===== src/rtl/matmul_pkg.sv =====
// matmul_pkg: constants and types shared by the matrix-multiply datapath
// controllers.
//   DATA_W   - width of one result word
//   SEL_W    - width of the result mux select
//   SEL_NONE - select code meaning "no result selected" (all ones)
//   rd_state_e - result reader FSM encoding
package matmul_pkg;

    localparam int unsigned DATA_W = 16;
    localparam int unsigned SEL_W  = 4;

    localparam logic [SEL_W-1:0] SEL_NONE = '1;

    typedef enum logic [2:0] {
        ST_IDLE    = 3'd0,
        ST_SELECT  = 3'd1,
        ST_CAPTURE = 3'd2,
        ST_PRESENT = 3'd3,
        ST_CLEAR   = 3'd4
    } rd_state_e;

endpackage


===== src/rtl/matmul_result_reader.sv =====
// matmul_result_reader: drains finished product words out of the result
// register bank and streams them on a valid/ready interface.
//
// On a results_ready pulse the reader walks rd_sel over 0..NUM_RESULTS-1.
// Each word takes three cycles: SELECT drives the mux select, CAPTURE
// registers the settled rd_data, PRESENT holds it until the handshake.
// After the last word is accepted, mem_clr and done pulse for one cycle
// to release the bank.
//
// Ports:
//   clk           - system clock, rising edge
//   reset         - asynchronous, active-high reset
//   results_ready - one-cycle pulse: the result bank is stable
//   rd_sel        - result mux select, all ones when idle
//   rd_data       - result mux output, valid one cycle after rd_sel changes
//   dout          - streamed result word
//   dout_valid    - dout holds a word
//   dout_ready    - downstream accepts dout when valid and ready on an edge
//   dout_par      - even parity of dout (only with RESULT_PARITY_EN)
//   busy          - transfer in progress
//   mem_clr       - one-cycle bank clear pulse
//   done          - one-cycle pulse, coincident with mem_clr
//
// Build option: define RESULT_PARITY_EN to add the dout_par output.
module matmul_result_reader #(
    parameter int unsigned DATA_W      = matmul_pkg::DATA_W,
    parameter int unsigned NUM_RESULTS = 9,
    parameter int unsigned SEL_W       = matmul_pkg::SEL_W
) (
    input  logic              clk,
    input  logic              reset,
    input  logic              results_ready,
    output logic [SEL_W-1:0]  rd_sel,
    input  logic [DATA_W-1:0] rd_data,
    output logic [DATA_W-1:0] dout,
    output logic              dout_valid,
    input  logic              dout_ready,
`ifdef RESULT_PARITY_EN
    output logic              dout_par,
`endif
    output logic              busy,
    output logic              mem_clr,
    output logic              done
);

    import matmul_pkg::*;

    localparam logic [SEL_W-1:0] RD_SEL_IDLE = '1;
    localparam logic [SEL_W-1:0] LAST_IDX    = SEL_W'(NUM_RESULTS - 1);

    rd_state_e         state_q, state_d;
    logic [SEL_W-1:0]  index_q, index_d;
    logic [SEL_W-1:0]  rd_sel_q, rd_sel_d;
    logic [DATA_W-1:0] dout_q, dout_d;
    logic              dout_valid_q, dout_valid_d;
    logic              busy_q, busy_d;
    logic              mem_clr_q, mem_clr_d;
    logic              done_q, done_d;
`ifdef RESULT_PARITY_EN
    logic              dout_par_q, dout_par_d;
`endif

    logic handshake;
    logic last_word;

    assign handshake = dout_valid_q & dout_ready;
    assign last_word = (index_q == LAST_IDX);

    // ------------------------------------------------------------------
    // State register
    // ------------------------------------------------------------------
    always_ff @(posedge clk or posedge reset) begin
        if (reset) begin
            state_q      <= ST_IDLE;
            index_q      <= '0;
            rd_sel_q     <= RD_SEL_IDLE;
            dout_q       <= '0;
            dout_valid_q <= 1'b0;
            busy_q       <= 1'b0;
            mem_clr_q    <= 1'b0;
            done_q       <= 1'b0;
`ifdef RESULT_PARITY_EN
            dout_par_q   <= 1'b0;
`endif
        end else begin
            state_q      <= state_d;
            index_q      <= index_d;
            rd_sel_q     <= rd_sel_d;
            dout_q       <= dout_d;
            dout_valid_q <= dout_valid_d;
            busy_q       <= busy_d;
            mem_clr_q    <= mem_clr_d;
            done_q       <= done_d;
`ifdef RESULT_PARITY_EN
            dout_par_q   <= dout_par_d;
`endif
        end
    end

    // ------------------------------------------------------------------
    // Next-state logic
    // ------------------------------------------------------------------
    always_comb begin
        state_d = state_q;
        case (state_q)
            ST_IDLE: begin
                if (results_ready) begin
                    state_d = ST_SELECT;
                end
            end
            ST_SELECT: begin
                state_d = ST_CAPTURE;
            end
            ST_CAPTURE: begin
                state_d = ST_PRESENT;
            end
            ST_PRESENT: begin
                if (handshake) begin
                    state_d = last_word ? ST_CLEAR : ST_SELECT;
                end
            end
            ST_CLEAR: begin
                state_d = ST_IDLE;
            end
            default: begin
                state_d = ST_IDLE;
            end
        endcase
    end

    // ------------------------------------------------------------------
    // Output / datapath logic. All outputs are registered, so each value
    // is computed on the transition that enters the state in which it
    // must be visible (e.g. rd_sel is loaded when entering SELECT, the
    // clear pulse when leaving PRESENT for CLEAR).
    // ------------------------------------------------------------------
    always_comb begin
        index_d      = index_q;
        rd_sel_d     = rd_sel_q;
        dout_d       = dout_q;
        dout_valid_d = dout_valid_q;
        busy_d       = busy_q;
        mem_clr_d    = 1'b0;
        done_d       = 1'b0;
`ifdef RESULT_PARITY_EN
        dout_par_d   = dout_par_q;
`endif
        case (state_q)
            ST_IDLE: begin
                rd_sel_d = RD_SEL_IDLE;
                if (results_ready) begin
                    index_d  = '0;
                    rd_sel_d = '0;
                    busy_d   = 1'b1;
                end
            end
            ST_SELECT: begin
                // rd_sel already holds index; this cycle lets the mux settle.
                rd_sel_d = index_q;
            end
            ST_CAPTURE: begin
                dout_d       = rd_data;
                dout_valid_d = 1'b1;
`ifdef RESULT_PARITY_EN
                dout_par_d   = ^rd_data;
`endif
            end
            ST_PRESENT: begin
                if (handshake) begin
                    dout_valid_d = 1'b0;
                    if (last_word) begin
                        mem_clr_d = 1'b1;
                        done_d    = 1'b1;
                    end else begin
                        index_d  = index_q + SEL_W'(1);
                        rd_sel_d = index_q + SEL_W'(1);
                    end
                end
            end
            ST_CLEAR: begin
                rd_sel_d = RD_SEL_IDLE;
                busy_d   = 1'b0;
            end
            default: begin
                rd_sel_d     = RD_SEL_IDLE;
                dout_valid_d = 1'b0;
                busy_d       = 1'b0;
            end
        endcase
    end

    assign rd_sel     = rd_sel_q;
    assign dout       = dout_q;
    assign dout_valid = dout_valid_q;
    assign busy       = busy_q;
    assign mem_clr    = mem_clr_q;
    assign done       = done_q;
`ifdef RESULT_PARITY_EN
    assign dout_par   = dout_par_q;
`endif

endmodule


===== config.mk =====
export PLATFORM = sky130hd
export DESIGN_NAME = matmul_result_reader
export DESIGN_NICKNAME = d
export VERILOG_FILES = /design/src/rtl/matmul_pkg.sv /design/src/rtl/matmul_result_reader.sv
export SDC_FILE = /design/constraint.sdc
export NUM_CORES = 1
export LEC_CHECK = 0
export ABC_AREA = 1
export CAP_MARGIN = 20
export CORE_MARGIN = 2
export CORE_UTILIZATION = 41
export CTS_CLUSTER_DIAMETER = 60
export DETAILED_ROUTE_END_ITERATION = 10
export HOLD_SLACK_MARGIN = 0.1
export PLACE_DENSITY = 0.83
export SYNTH_ARGS = -nofsm -noshare
export SYNTH_HDL_FRONTEND = slang
export SYNTH_SLANG_ARGS = --single-unit

===== constraint.sdc =====
create_clock -name clk -period 1.3 [get_ports clk]
set_input_delay 0.26 -clock clk [delete_from_list [all_inputs] [get_ports clk]]
set_output_delay 0.26 -clock clk [all_outputs]
set_load 0.01 [all_outputs]

==> impl_metrics.env, run 1 <==
export IMPL_seqCellArea_sq_um=759
export IMPL_grt_first_pass_wirelength_microns=5220
export IMPL_period_share_pct=96.6
export IMPL_start_kind="flop"
export IMPL_crit_path_end_kind="output pin"
export IMPL_utilization_pct=65.4
export IMPL_area_growth_pct=54.5
export IMPL_yosysTopAreaCell="dfrtp_1"
export IMPL_wl_per_cell_microns=11.2
export IMPL_path_buf_inv=1
export IMPL_final_common_cell="nand2_1"
export IMPL_syn_nets=199
export IMPL_hold_buffers=0
export IMPL_crit_arrival_ns=1.00
export IMPL_p_per_area_nw_per_um2=2220
export IMPL_die_area_sq_um=3870
export IMPL_slew_headroom_pct=83.5
export IMPL_synth_distinct_cells=18
export IMPL_worstMarginPinSlew_ns=0.247
export IMPL_cts_buffers=5
export IMPL_multi_input_comb_area_sq_um=601
export IMPL_leakagePower_nw=1.15
export IMPL_critPathMaxFanout=2
export IMPL_cts_sink_count=30
export IMPL_syn_inst=177
export IMPL_layout_common_cells="nand2_1 (86), dfrtp_1 (23), buf_4 (21), clkdlybuf4s50_1 (19), nor2_1 (13)"
export IMPL_yosysSeqAreaShare_pct=54.4
export IMPL_n_antenna_cell=0
export IMPL_cts_tree="yes"
export IMPL_critPathKind="flop to output pin"
export IMPL_timing_final_hold_violations=0
export IMPL_drive_gt1_share_pct=26.6
export IMPL_clkLatencyLatePin_ns=0.33
export IMPL_holdWs_ns=0.244
export IMPL_cts_root_buf="clkbuf_4"
export IMPL_routed_wl_microns=3280
export IMPL_grt_use_total_pct=17.3
export IMPL_grt_max_degree=31
export IMPL_avgSynthCellArea_sq_um=7.85
export IMPL_routed_via_density=4.53
export IMPL_drtPass1Iterations=4
export IMPL_clk_path_buf_depth=2
export IMPL_reg2regPathDepth=10
export IMPL_htreeDepth=2
export IMPL_die_h_microns=62.2
export IMPL_critical_path_top_delay_family="flip-flops"
export IMPL_status="completed"
export IMPL_power_w=0.00477
export IMPL_ir_drop_uv=1150
export IMPL_yosysWarnings=0
export IMPL_initial_core_util_pct=42.3
export IMPL_skew_ns=0.00796
export IMPL_gp_congestion=0.803
export IMPL_finalSetupViolations=0
export IMPL_io_pins=44
export IMPL_num_rows=21
export IMPL_die_w_microns=62.2
export IMPL_ant_nets=0
export IMPL_nNetsFinal=269
export IMPL_slew_viol_final=0
export IMPL_crit_chain="dlygate4sd2_1"
export IMPL_crit_cells=1
export IMPL_dp_hpwl_microns=2120
export IMPL_crit_path_top_delay_cell="dfrtp_1"
export IMPL_antenna_found_initial=0
export IMPL_maxCapViolations=0
export IMPL_max_stage_delay_ns=0.38
export IMPL_nFillCells=274
export IMPL_hold_class="input pin to async pin"
export IMPL_ys_seq_elements=30
export IMPL_clk_pin_slew_ns=0.09
export IMPL_syn_area_sq_um=1390
export IMPL_grt_pass1_vias=1251
export IMPL_drc=0
export IMPL_drt_iter0_drc=60
export IMPL_core_sq_um=3280
export IMPL_gr_total_overflow=0
export IMPL_vias=1333
export IMPL_timing_fmax_ghz=0.796
export IMPL_yosys_area_top_type_share_pct=46.8
export IMPL_io_buffer_count=43
export IMPL_rsz0062_at_grt="yes"
export IMPL_synth_area_top_cells="dfrtp_1 (47%), nand2_1 (24%), dfstp_2 (7.6%)"
export IMPL_min_period_ns=1.26
export IMPL_cp_data_required_time_ns=1.04
-- cells by family after synthesis --
| kind of cell | after synthesis | share of synthesized area (%) |
|---|---|---|
| adders and majority gates | 2 | 1.80 |
| and+or+nand+nor | 119 | 35.3 |
| buffers and inverters | 21 | 6.57 |
| AOI/OAI and AO/OA | 5 | 1.98 |
| DFF | 30 | 54.4 |
-- worst paths after layout --
check,slack (ns),startpoint,to
max,0.04,dout[9]$_DFFE_PP0P_,dout[9]
min,0.24,reset,done$_DFF_PP0_
max reg2reg,0.04,index_q[0]$_DFFE_PP0P_,rd_sel[2]$_DFFE_PP1P_
min reg2reg,0.48,rd_sel[1]$_DFFE_PP1P_,rd_sel[1]$_DFFE_PP1P_
max in group asynchronous,0.81,reset,rd_sel[2]$_DFFE_PP1P_
min in group clk,0.46,rd_data[8],dout[8]$_DFFE_PP0P_
-- state kept, by name, summed over array words and instances, names as in the netlist --
name	flops
busy	1
dout	16
index_q	4
done	1
rd_sel	4
dout_valid	1
state_q	3
-- report_power, final --
part	switching (W)	total [W]	internal, W
combinational	0.00140	0.00258	0.00118
sequential	0.000240	0.00161	0.00137
clock	0.000318	0.000579	0.000262
total	0.00196	0.00477	0.00281
-- final cells by class --
| cell class | count | share of cell area, % |
|---|---|---|
| clock inverter | 1 | 0.233 |
| timing repair buffer | 67 | 28.2 |
| clock buffer | 7 | 2.56 |
| sequential | 30 | 35.4 |
| tap | 46 | 2.68 |
| multi-input combinational | 126 | 28.0 |
| inverter | 17 | 2.97 |
-- metal layers --
layer  vias to the layer above  part of all wire (%)  global-route usage [%]
met2                        40                    51                    28.5
met5                         -                     0                       0
met3                         8                   5.3                    6.52
li1                        674                     -                       -
met1                       611                    42                    19.6
met4                         0                   2.1                    8.89
-- what timing repair did --
item	4_1_cts	5_1_grt
setup buffers	2	14
endpoints found under the setup margin	27	39
pin swaps	0	4
gates resized for setup	38	33
-- stage by stage --
| step | setup WS (ns) | std cells | instance area [sq um] | TNS [ns] |
|---|---|---|---|---|
| after floorplan | 0.0726 | 177 | 1390 | 0 |
| after global placement | -0.0565 | 270 | 1920 | -0.227 |
| after detailed placement | -0.0729 | 270 | 1920 | -0.323 |
| after CTS | 0.00903 | 280 | 1960 | 0 |
| after global routing | -0.0770 | 294 | 2150 | -0.229 |
| final | 0.0439 | 294 | 2150 | 0 |
-- Yosys cell counts --
cell type / number
ha_1: 2
dfrtp_1: 26
dfstp_2: 4
nor2_2: 1
inv_2: 3
inv_1: 14
nor2_1: 13
buf_2: 1
nand3_2: 1
a21oi_1: 2
nand2_1: 90
o211ai_1: 1
buf_4: 3
nand2_2: 3
nand4_1: 1
nor2_4: 2
o21ai_0: 2
nand3_1: 8
(Power assumes the default switching activity.)
==> inputs of run 2 (changes only) <==
--- a/config.mk
+++ b/config.mk
@@ -16,3 +16,4 @@
 export SYNTH_ARGS = -nofsm -noshare
 export SYNTH_HDL_FRONTEND = slang
 export SYNTH_SLANG_ARGS = --single-unit
+export TNS_END_PERCENT = 10
==> run 2 against run 1 <==
  * Die area did not move
  * Combinational power fell by 7%
  * Critical path depth rose by 6
==> impl_metrics.env, run 2 (synthesis gave the netlist of run 1 again) <==
export IMPL_drive_gt1_share_pct=22.7
export IMPL_drc=0
export IMPL_worstMarginPinSlew_ns=0.203
export IMPL_reg2regPathDepth=7
export IMPL_cp_data_required_time_ns=1.53
export IMPL_cts_root_buf="clkbuf_4"
export IMPL_min_period_ns=1.26
export IMPL_antenna_found_initial=0
export IMPL_num_rows=21
export IMPL_grt_use_total_pct=17.1
export IMPL_seqCellArea_sq_um=759
export IMPL_cts_sink_count=30
export IMPL_grt_first_pass_wirelength_microns=5180
export IMPL_timing_final_hold_violations=0
export IMPL_p_per_area_nw_per_um2=2210
export IMPL_dp_cells=270
export IMPL_slew_viol_final=0
export IMPL_nFillCells=281
export IMPL_leakagePower_nw=1.09
export IMPL_io_buffer_count=43
export IMPL_largest_register_ff_count=16
export IMPL_hold_buffers=0
export IMPL_grt_pass1_vias=1242
export IMPL_nNetsFinal=259
export IMPL_drt_iter0_drc=53
export IMPL_rsz0062_at_grt="yes"
export IMPL_ant_nets=0
export IMPL_die_h_microns=62.2
export IMPL_htreeDepth=2
export IMPL_critPathMaxFanout=6
export IMPL_gp_congestion=0.803
export IMPL_reg2reg_slack_ns=0.04
export IMPL_fin_area_sq_um=2080
export IMPL_r2r_end="index_q[1]$_DFFE_PP0P_"
export IMPL_period_share_pct=97.2
export IMPL_status="completed"
export IMPL_die_area_sq_um=3870
export IMPL_cts_tree="yes"
export IMPL_routed_wl_microns=3180
export IMPL_initial_core_util_pct=42.3
export IMPL_stdcell_count=284
export IMPL_skew_ns=0.0101
export IMPL_io_pins=44
export IMPL_maxCapViolations=0
export IMPL_critPathKind="flop to flop"
export IMPL_hold_class="input pin to async pin"
export IMPL_grt_max_degree=31
export IMPL_gr_total_overflow=0
export IMPL_clk_path_buf_depth=2
export IMPL_vias=1286
export IMPL_power_w=0.00459
export IMPL_start_kind="flop"
export IMPL_finalSetupViolations=0
export IMPL_core_sq_um=3280
export IMPL_slew_headroom_pct=86.4
export IMPL_ir_drop_uv=1140
export IMPL_setup_tns_ns=0
export IMPL_r2r_start="state_q[1]$_DFFE_PP0P_"
export IMPL_wl_per_cell_microns=11.2
export IMPL_crit_arrival_ns=1.50
export IMPL_drtPass1Iterations=5
export IMPL_multi_input_comb_area_sq_um=593
export IMPL_placed_area_sq_um=1920
export IMPL_area_growth_pct=49.3
export IMPL_endpoint="index_q[1]$_DFFE_PP0P_"
export IMPL_utilization_pct=63.2
export IMPL_layout_common_cells="nand2_1 (87), dfrtp_1 (23), clkdlybuf4s50_1 (19), clkdlybuf4s15_1 (14), nor2_1 (13)"
export IMPL_routed_via_density=4.53
export IMPL_crit_path_end_kind="flop"
export IMPL_die_w_microns=62.2
export IMPL_dp_hpwl_microns=2120
export IMPL_final_common_cell="nand2_1"
export IMPL_clkLatencyLatePin_ns=0.33
export IMPL_crit_start="state_q[1]$_DFFE_PP0P_"
export IMPL_cts_buffers=5
export IMPL_clk_pin_slew_ns=0.10
export IMPL_n_antenna_cell=0
export IMPL_timing_fmax_ghz=0.791
==> run 2: metal layers <==
metal  up-vias  track usage (%)  part of all wire (%)
met1       587             19.4                    42
met3        10             6.52                   5.4
li1        652                -                     -
met4         0             8.89                   2.7
met5         -                0                     0
met2        37             28.3                    50
==> run 2: power breakdown <==
part	switching, W	internal (W)	leakage (nW)
combinational	0.00135	0.00104	0.696
sequential	0.000249	0.00137	0.361
clock	0.000319	0.000262	0.0353
==> run 2: what timing repair did <==
action,in CTS,in global routing
pin swaps,0,4
endpoints found under the setup margin,27,38
buffers inserted,1,5
resized for setup,39,34
==> run 2: layout make-up <==
class	instances	share of cell area [%]
clock buffers	7	2.65
repair buffers	57	26.0
well taps	46	2.77
multi-input cells	126	28.6
clock inverters	1	0.241
inverters	17	3.13
flip-flops and latches	30	36.6
==> run 2: critical path, stage by stage (launching register included) <==
cell and delay [ns]:
dfrtp_2 0.44, nand2_2 0.09, nor2_4 0.17, nand2_2 0.14, nand2_1 0.14, nor2_4 0.07
nand2_1 0.06, nand2_1 0.05
==> run 2: worst min path at each step <==
stage                     startpoint  slack (ns)                endpoint
2_1_floorplan                  reset        0.35        busy$_DFFE_PP0P_
3_5_place_dp   rd_sel[1]$_DFFE_PP1P_        0.46   rd_sel[1]$_DFFE_PP1P_
3_3_place_gp    dout[14]$_DFFE_PP0P_        0.46    dout[14]$_DFFE_PP0P_
4_1_cts                        reset        0.24          done$_DFF_PP0_
6_report                       reset        0.24          done$_DFF_PP0_
5_1_grt                        reset        0.30  index_q[0]$_DFFE_PP0P_
==> run 2: stage by stage <==
stage	hold WS, ns	setup WS (ns)
detailed placement	0.462	-0.0729
global placement	0.462	-0.0565
CTS	0.238	0.00903
floorplan	0.348	0.0726
global route	0.300	-0.0715
finish	0.241	0.0361
==> inputs of run 3 (changes only) <==
--- a/config.mk
+++ b/config.mk
@@ -12,6 +12,7 @@
 export CTS_CLUSTER_DIAMETER = 60
 export DETAILED_ROUTE_END_ITERATION = 10
 export HOLD_SLACK_MARGIN = 0.1
+export MAX_ROUTING_LAYER = met4
 export PLACE_DENSITY = 0.83
 export SYNTH_ARGS = -nofsm -noshare
 export SYNTH_HDL_FRONTEND = slang
==> run 3 against run 2 <==
  * Total power down 0.30%
  * Critical endpoint is now dout[9]
  * Non-clock buffer count is the same
  * Critical path type is now flop to output pin
  * Fmax rose by 0.28%
  * Die area is the same
  * Setup slack better by 0.0035 ns
  * Clock power hardly changed
  * Flip-flop and latch count did not move
==> impl_metrics.env, run 3 (synthesis gave the netlist of run 1 again) <==
export IMPL_leakagePower_nw=1.09
export IMPL_routed_via_density=4.55
export IMPL_gr_total_overflow=0
export IMPL_io_buffer_count=43
export IMPL_worstMarginPinSlew_ns=0.203
export IMPL_start_kind="flop"
export IMPL_status="completed"
export IMPL_drt_iter0_drc=39
export IMPL_max_stage_delay_ns=0.38
export IMPL_slew_viol_final=0
export IMPL_area_growth_pct=49.3
export IMPL_r2r_end="index_q[1]$_DFFE_PP0P_"
export IMPL_core_sq_um=3280
export IMPL_seqPwrFrac_pct=35.3
export IMPL_grt_pass1_vias=1239
export IMPL_netSwitchingPower_w=0.00191
export IMPL_vias=1293
export IMPL_p_per_area_nw_per_um2=2200
export IMPL_cts_buffers=5
export IMPL_cp_data_required_time_ns=1.04
export IMPL_rsz0062_at_grt="yes"
export IMPL_seqCellArea_sq_um=759
export IMPL_grt_max_degree=31
export IMPL_crit_start="dout[9]$_DFFE_PP0P_"
export IMPL_multi_input_comb_area_sq_um=593
export IMPL_dp_hpwl_microns=2120
export IMPL_n_antenna_cell=0
export IMPL_maxCapViolations=0
export IMPL_crit_path_top_delay_cell="dfrtp_1"
export IMPL_die_h_microns=62.2
export IMPL_die_area_sq_um=3870
export IMPL_grt_use_total_pct=17.7
export IMPL_layout_common_cells="nand2_1 (87), dfrtp_1 (23), clkdlybuf4s50_1 (19), clkdlybuf4s15_1 (14), nor2_1 (13)"
export IMPL_clkPwrFrac_pct=12.7
export IMPL_drive_gt1_share_pct=22.7
export IMPL_min_period_ns=1.26
export IMPL_critical_path_top_delay_family="flip-flops"
export IMPL_gp_congestion=0.815
export IMPL_ir_drop_uv=1140
export IMPL_io_pins=44
export IMPL_fin_area_sq_um=2080
export IMPL_cts_root_buf="clkbuf_4"
export IMPL_skew_ns=0.0101
export IMPL_path_buf_inv=1
export IMPL_nFillCells=281
export IMPL_period_share_pct=97.0
export IMPL_setup_tns_ns=0
export IMPL_finalSetupViolations=0
export IMPL_post_place_ws_ns=-0.0729
export IMPL_swShare_pct=41.7
export IMPL_crit_chain="dlygate4sd2_1"
export IMPL_largest_register_ff_count=16
export IMPL_htreeDepth=2
export IMPL_cts_tree="yes"
export IMPL_drc=0
export IMPL_critPathMaxFanout=2
export IMPL_clk_path_buf_depth=2
export IMPL_crit_arrival_ns=1.00
export IMPL_drtPass1Iterations=4
export IMPL_critPathKind="flop to output pin"
export IMPL_clk_pin_slew_ns=0.10
export IMPL_p_int_w=0.00267
export IMPL_die_w_microns=62.2
export IMPL_timing_fmax_ghz=0.793
export IMPL_slew_headroom_pct=86.4
export IMPL_grt_first_pass_wirelength_microns=5200
export IMPL_reg2reg_slack_ns=0.05
export IMPL_hold_class="input pin to async pin"
export IMPL_num_rows=21
export IMPL_reg2regPathDepth=7
export IMPL_fin_ws_ns=0.0396
export IMPL_final_common_cell="nand2_1"
export IMPL_routed_wl_microns=3150
export IMPL_cts_sink_count=30
export IMPL_timing_final_hold_violations=0
export IMPL_wl_per_cell_microns=11.1
export IMPL_r2r_start="state_q[1]$_DFFE_PP0P_"
export IMPL_ant_nets=0
export IMPL_initial_core_util_pct=42.3
export IMPL_antenna_found_initial=0
export IMPL_clkLatencyLatePin_ns=0.34
export IMPL_power_frac_comb_pct=52.0
export IMPL_placed_area_sq_um=1920
export IMPL_nNetsFinal=259
export IMPL_crit_path_end_kind="output pin"
## run 3: final cells by class
type	count	share of cell area, %
Clock inverter	1	0.241
Multi-Input combinational cell	126	28.6
Clock buffer	7	2.65
Tap cell	46	2.77
Sequential cell	30	36.6
Timing Repair Buffer	57	26.0
Inverter	17	3.13
## run 3: per-stage QoR
stage / std cells / power (W) / utilization (%) / hold WS (ns)
after floorplan: 177 / 0.00294 / - / 0.348
after global placement: 270 / 0.00392 / 58.6 / 0.462
after detailed placement: 270 / 0.00396 / 58.6 / 0.462
after CTS: 279 / 0.00435 / 59.5 / 0.238
after global routing: 284 / 0.00501 / 63.2 / 0.300
final: 284 / 0.00458 / 63.2 / 0.241
## run 3: how the worst max path moves through the flow
stage / end / slack [ns] / cells past startpoint
6_report: dout[9] / 0.04 / 1
5_1_grt: rd_sel[2]$_DFFE_PP1P_ / -0.07 / 10
4_1_cts: busy / 0.009 / 1
3_5_place_dp: index_q[1]$_DFFE_PP0P_ / -0.07 / 7
3_3_place_gp: index_q[1]$_DFFE_PP0P_ / -0.06 / 7
2_1_floorplan: index_q[0]$_DFFE_PP0P_ / 0.07 / 8
## run 3: layer usage
metal | up-vias | track usage, % | part of all wire [%]
li1 | 652 | - | -
met1 | 590 | 19.9 | 41
met2 | 41 | 28.1 | 50
met4 | 0 | 8.89 | 2.7
met3 | 10 | 6.16 | 6.2
met5 | - | - | 0
## run 3: power groups by stage
| stage | combinational [W] | sequential (W) | clock, W |
|---|---|---|---|
| after global placement | 0.00230 | 0.00161 | 0 |
| after global routing | 0.00269 | 0.00167 | 0.000649 |
| final | 0.00238 | 0.00162 | 0.000581 |
| after detailed placement | 0.00235 | 0.00161 | 0 |
| after CTS | 0.00216 | 0.00159 | 0.000602 |
| after floorplan | 0.00118 | 0.00176 | 0 |
## run 3: worst min-delay path, cell delays in order
cell and delay (ns):
clkdlybuf4s50_1 0.39, inv_1 0.09, buf_12 0.20
## run 3: what timing repair did
action                     in CTS  in global routing
setup buffers                   1                  5
gates resized for setup        39                 34
hold buffers                    0                  0
setup endpoints to repair      27                 38
pin swaps                       0                  4
==> patch 1 (config.mk and constraints of run 2) <==
The 5 states of `rd_state_e` get a Gray code encoding in 3 bits.
--- a/src/rtl/matmul_pkg.sv
+++ b/src/rtl/matmul_pkg.sv
@@ -13,9 +13,9 @@
 
     typedef enum logic [2:0] {
-        ST_IDLE    = 3'd0,
-        ST_SELECT  = 3'd1,
-        ST_CAPTURE = 3'd2,
-        ST_PRESENT = 3'd3,
-        ST_CLEAR   = 3'd4
+        ST_IDLE    = 3'b000,
+        ST_SELECT  = 3'b001,
+        ST_CAPTURE = 3'b011,
+        ST_PRESENT = 3'b010,
+        ST_CLEAR   = 3'b110
     } rd_state_e;
 
Formal check against the unedited RTL: same outputs for any inputs over 10 cycles, from zero or initial values and one cycle with reset high; not proved beyond that.
==> patch 1 against run 2 <==
Sequential power grew 2%; maximum frequency barely moved; area after synthesis rose by 4.1%; clock power increased by 3.6%; synthesized cell count shrank 20%; sequential cell count did not move; setup slack hardly changed; routed wire length is 3.3% higher; largest power group unchanged; die area grew 3.9%; total power increased by 8.5%; critical path type unchanged; cell area increased by 7.4%.
==> patch 1: results (changes against run 2) <==
global-route wire length before repair: 5130 microns (-0.95%)
Worst Skew: 6.83 ps (-3.30 ps)
complex-gate fraction of the synthesized area: 2.85% (+0.87 points)
vias per inst: 4.92 (+8.6%)
syn_nets: 163 (-18%)
post-synthesis sequential area ratio: 52.2% (-2.2 points)
Yosys cell types: 23 (+5)
Max Buffers Root-to-Sink: 2 (unchanged)
fin nets: 228 (-12%)
post-DP HPWL: 2250 microns (+6.1%)
top_reg_cell synth: dfrtp_1
status: finished, final reports clean
initial drt markers: 46 (-13%)
wire length per cell: 13.0 microns (+16%)
dpl cell area: 0.00205 sq mm (+6.4%)
layout cells sized above 1: 38.2% (+15 points)
gr usage total: 16.6% (-0.50 points)
I/O Buffers: 43 (unchanged)
largest cells by area after synthesis: dfrtp_1, nand2_1, mux2_4
antenna violation net count after detailed routing: 0 (unchanged)
vias in the first global route: 1198 (-3.5%)
Synth Area in Adders: 1.73% (-0.072 points)
Max-slew headroom: 86.5% (about the same)
multiplexer share of the synthesized area: 14.5% (+15 points)
crit-path max FO: 12 (+6)
Leak: 1.07 nW (-2.3%)
drt pass-1 iters: 4 (-1)
maximum vdd drop: 0.00133 V (+17%)
Routability Congestion: 0.820 (+2.0%)
Post-synth top cells: nand2_1, dfrtp_1, nor2_1
Fill cells: 291 (+3.6%)
==> patch 1: changes by cell type after synthesis, sizes merged, moves of 2 or more <==
cell    delta
nand2     -58
mux2      +16
nand3      +6
inv        -2
nand3b     +2
==> patch 1: what timing repair did <==
| item | CTS | global route |
|---|---|---|
| resized for setup | 41 | 51 |
| setup buffers | 0 | 3 |
| cloned | 0 | 0 |
| pin swaps | 0 | 7 |
| setup endpoints to repair | 38 | 40 |
==> patch 1: area by class of cell <==
cell class	instances	area, sq um	area share, %
sequential	30	759	34.1
multi-input combinational	93	686	30.8
timing repair buffer	61	601	27.0
inverter	15	61.3	2.75
tap	46	57.6	2.58
clock buffer	6	51.3	2.30
clock inverter	2	12.5	0.561
==> patch 1: cell families (layout without fill, tap and decap cells) <==
kind of cell / count (synthesis) / after routing
and+or+nand+nor: 68 / 68
AOI/OAI and AO/OA: 7 / 7
DFF: 30 / 30
muxes: 16 / 16
buffers and inverters: 18 / 84
adders and majority gates: 2 / 2
==> patch 1: metrics by stage <==
step / utilization [%] / instances / setup WS [ps] / hold slack [ps] / power (mW)
floorplan: - / 141 / 20.5 / 348 / 3.07
global placement: 60.8 / 242 / -101 / 456 / 4.20
detailed placement: 60.8 / 242 / -127 / 456 / 4.26
CTS: 61.7 / 250 / -27.0 / 249 / 4.63
global route: 66.3 / 253 / -37.1 / 267 / 5.32
finish: 66.3 / 253 / 36.0 / 249 / 4.98
==> patch 1: final timing paths <==
check,from,end,slack (ps),cells after the start
setup / recovery,state_q[2]$_DFFE_PP0P_,dout[10]$_DFFE_PP0P_,40,4
hold / removal,reset,dout[2]$_DFFE_PP0P_,250,3
setup reg to reg,state_q[2]$_DFFE_PP0P_,dout[10]$_DFFE_PP0P_,40,4
hold reg to reg,rd_sel[2]$_DFFE_PP1P_,rd_sel[2]$_DFFE_PP1P_,480,2
max in group asynchronous,reset,rd_sel[0]$_DFFE_PP1P_,820,3
min in group clk,rd_sel[2]$_DFFE_PP1P_,rd_sel[2]$_DFFE_PP1P_,480,2
==> patch 1: per-layer routing <==
layer  vias up  track usage [%]  wire length, microns
met5         -                0                     0
met4         0             8.42                   102
met3        14             5.89                   200
met2        49             26.4                  1570
met1       592             19.9                  1410
li1        589                -                     -
==> patch 1: critical path, stage by stage, from the launching register on <==
cell and delay, ps:
dfrtp_2 450, clkinv_4 120, nand3_4 90, buf_12 150, mux2_2 330
==> patch 1: power by group <==
part / leakage, nW / total [mW] / switching (mW) / internal, mW
combinational: 0.682 / 2.73 / 1.23 / 1.49
clock: 0.0343 / 0.602 / 0.343 / 0.259
sequential: 0.352 / 1.66 / 0.277 / 1.38
total: 1.07 / 4.98 / 1.85 / 3.13
==> patch 2 (settings of run 2) <==
Made on the original files. Build with the macro `RESULT_PARITY_EN` defined.
--- a/src/rtl/matmul_result_reader.sv
+++ b/src/rtl/matmul_result_reader.sv
@@ -23,4 +23,6 @@
 //
 // Build option: define RESULT_PARITY_EN to add the dout_par output.
+`define RESULT_PARITY_EN
+
 module matmul_result_reader #(
     parameter int unsigned DATA_W      = matmul_pkg::DATA_W,
Formal check against the unedited RTL (old outputs only; new: dout_par): equivalent (Yosys induction, for registers that start in step).
==> patch 2 against run 2 <==
The run now ends with setup timing left; first-iteration DRC count is 19% higher; sequential cell count increased by 1; routed wire length increased by 31%; setup slack lost 150 ps; area after synthesis is 25% higher; die area up 23%; total power is 18% higher; cell area is 27% higher; sequential power up 7%; largest power group unchanged; highest routed layer unchanged.
==> patch 2: results (changes against run 2) <==
post-synthesis average cell area: 7.21 sq um (-8.2%)
Fill cells: 336 (+20%)
Worst-path clk slew: 70 ps (-30 ps)
largest net degree at the start of global routing: 32 (+3.2%)
global-route wire length before repair: 7040 microns (+36%)
Post-synth top cells: nand2_1, inv_1, dfrtp_1
initial drt markers: 63 (+19%)
drt pass-1 iters: 4 (-1)
Hold Path Class: in -> reg
post-DP HPWL: 3050 microns (+44%)
maximum vdd drop: 0.000846 V (-26%)
post-synthesis sequential area ratio: 44.9% (-9.4 points)
worst skew pair latency: 290 ps (-40 ps)
vias in the first global route: 1684 (+36%)
Cell Count, Final, Fillers Out: 367 (+29%)
Critical-path top delay cell: dfrtp_1
status: finished with violations
Critical Path AT: 1640 ps (+140 ps)
TNS Setup: -464 ps (-464 ps)
dpl cell area: 0.00243 sq mm (+26%)
gr usage total: 18.4% (+1.2 points)
syn_nets: 263 (+32%)
Yosys cell types: 29 (+11)
fin nets: 339 (+31%)
failing checks: setup timing
final setup vio count: 8 (+8)
Switching Share: 40.6% (-1.2 points)
I/O Buffers: 44 (+2.3%)
Final WS setup: -109 ps (-145 ps)
## patch 2: layout make-up
cell class / instances / area, sq um / area share, %
flip-flops and latches: 31 / 785 / 29.7
inverters: 34 / 135 / 5.11
well taps: 50 / 62.6 / 2.37
multi-input cells: 172 / 886 / 33.5
clock inverters: 1 / 30.0 / 1.14
clock buffers: 6 / 72.6 / 2.74
repair buffers: 73 / 673 / 25.5
## patch 2: power by group through the flow
stage / combinational, mW / clock, mW / sequential [mW]
after detailed placement: 2.73 / 0 / 1.73
after global placement: 2.62 / 0 / 1.73
after global routing: 3.04 / 0.954 / 1.80
after CTS: 2.54 / 0.927 / 1.72
after floorplan: 1.32 / 0 / 1.86
final: 2.76 / 0.900 / 1.74
## patch 2: logic make-up (layout without fill, tap and decap cells)
logic type	count (synthesis)	count (layout)	share of synthesized area, %
simple gates	136	136	33.9
flops	31	31	44.9
compound gates	33	33	10.3
xor+xnor	1	1	0.504
fa+ha+maj	2	2	1.44
buf+inv	38	114	8.93
## patch 2: what timing repair did
action	4_1_cts	5_1_grt
endpoints found under the setup margin	46	28
endpoints found under the hold margin	0	0
setup buffers	0	4
gates resized for setup	39	42
pin swaps	0	5
cloned	0	0
## patch 2: final timing paths
path                                         from                endpoint  slack (ps)  depth (start not counted)
setup / recovery           index_q[0]$_DFFE_PP0P_   rd_sel[2]$_DFFE_PP1P_        -110                          7
hold / removal                         rd_data[4]     dout[4]$_DFFE_PP0P_         310                          3
setup reg to reg           index_q[0]$_DFFE_PP0P_   rd_sel[2]$_DFFE_PP1P_        -110                          7
hold reg to reg               dout[5]$_DFFE_PP0P_     dout[5]$_DFFE_PP0P_         480                          2
max in group asynchronous                   reset   rd_sel[0]$_DFFE_PP1P_         740                          3
min in group asynchronous                   reset  index_q[3]$_DFFE_PP0P_         320                          3
## patch 2: metrics by stage
| step | utilization [%] | setup WS, ps |
|---|---|---|
| 2_1_floorplan | - | 30.9 |
| 3_3_place_gp | 60.3 | -239 |
| 3_5_place_dp | 60.3 | -287 |
| 4_1_cts | 62.3 | -59.5 |
| 5_1_grt | 65.6 | -187 |
| 6_report | 65.6 | -109 |
## patch 2: routing by layer
layer  GRT usage [%]  routed length (microns)  vias to the layer above
met2            32.2                     2100                       42
met1            20.4                     1770                      798
met3            3.65                      139                       15
met5               0                        0                        -
met4            10.9                      147                        0
li1                -                        -                      896
## patch 2: critical path, delay by kind of cell, from the launching register on
family / cells / cell delay, ps
buffers and inverters: 1 / 80
adders and majority gates: 1 / 190
AOI/OAI and AO/OA: 2 / 240
DFF: 1 / 420
and+or+nand+nor: 3 / 430
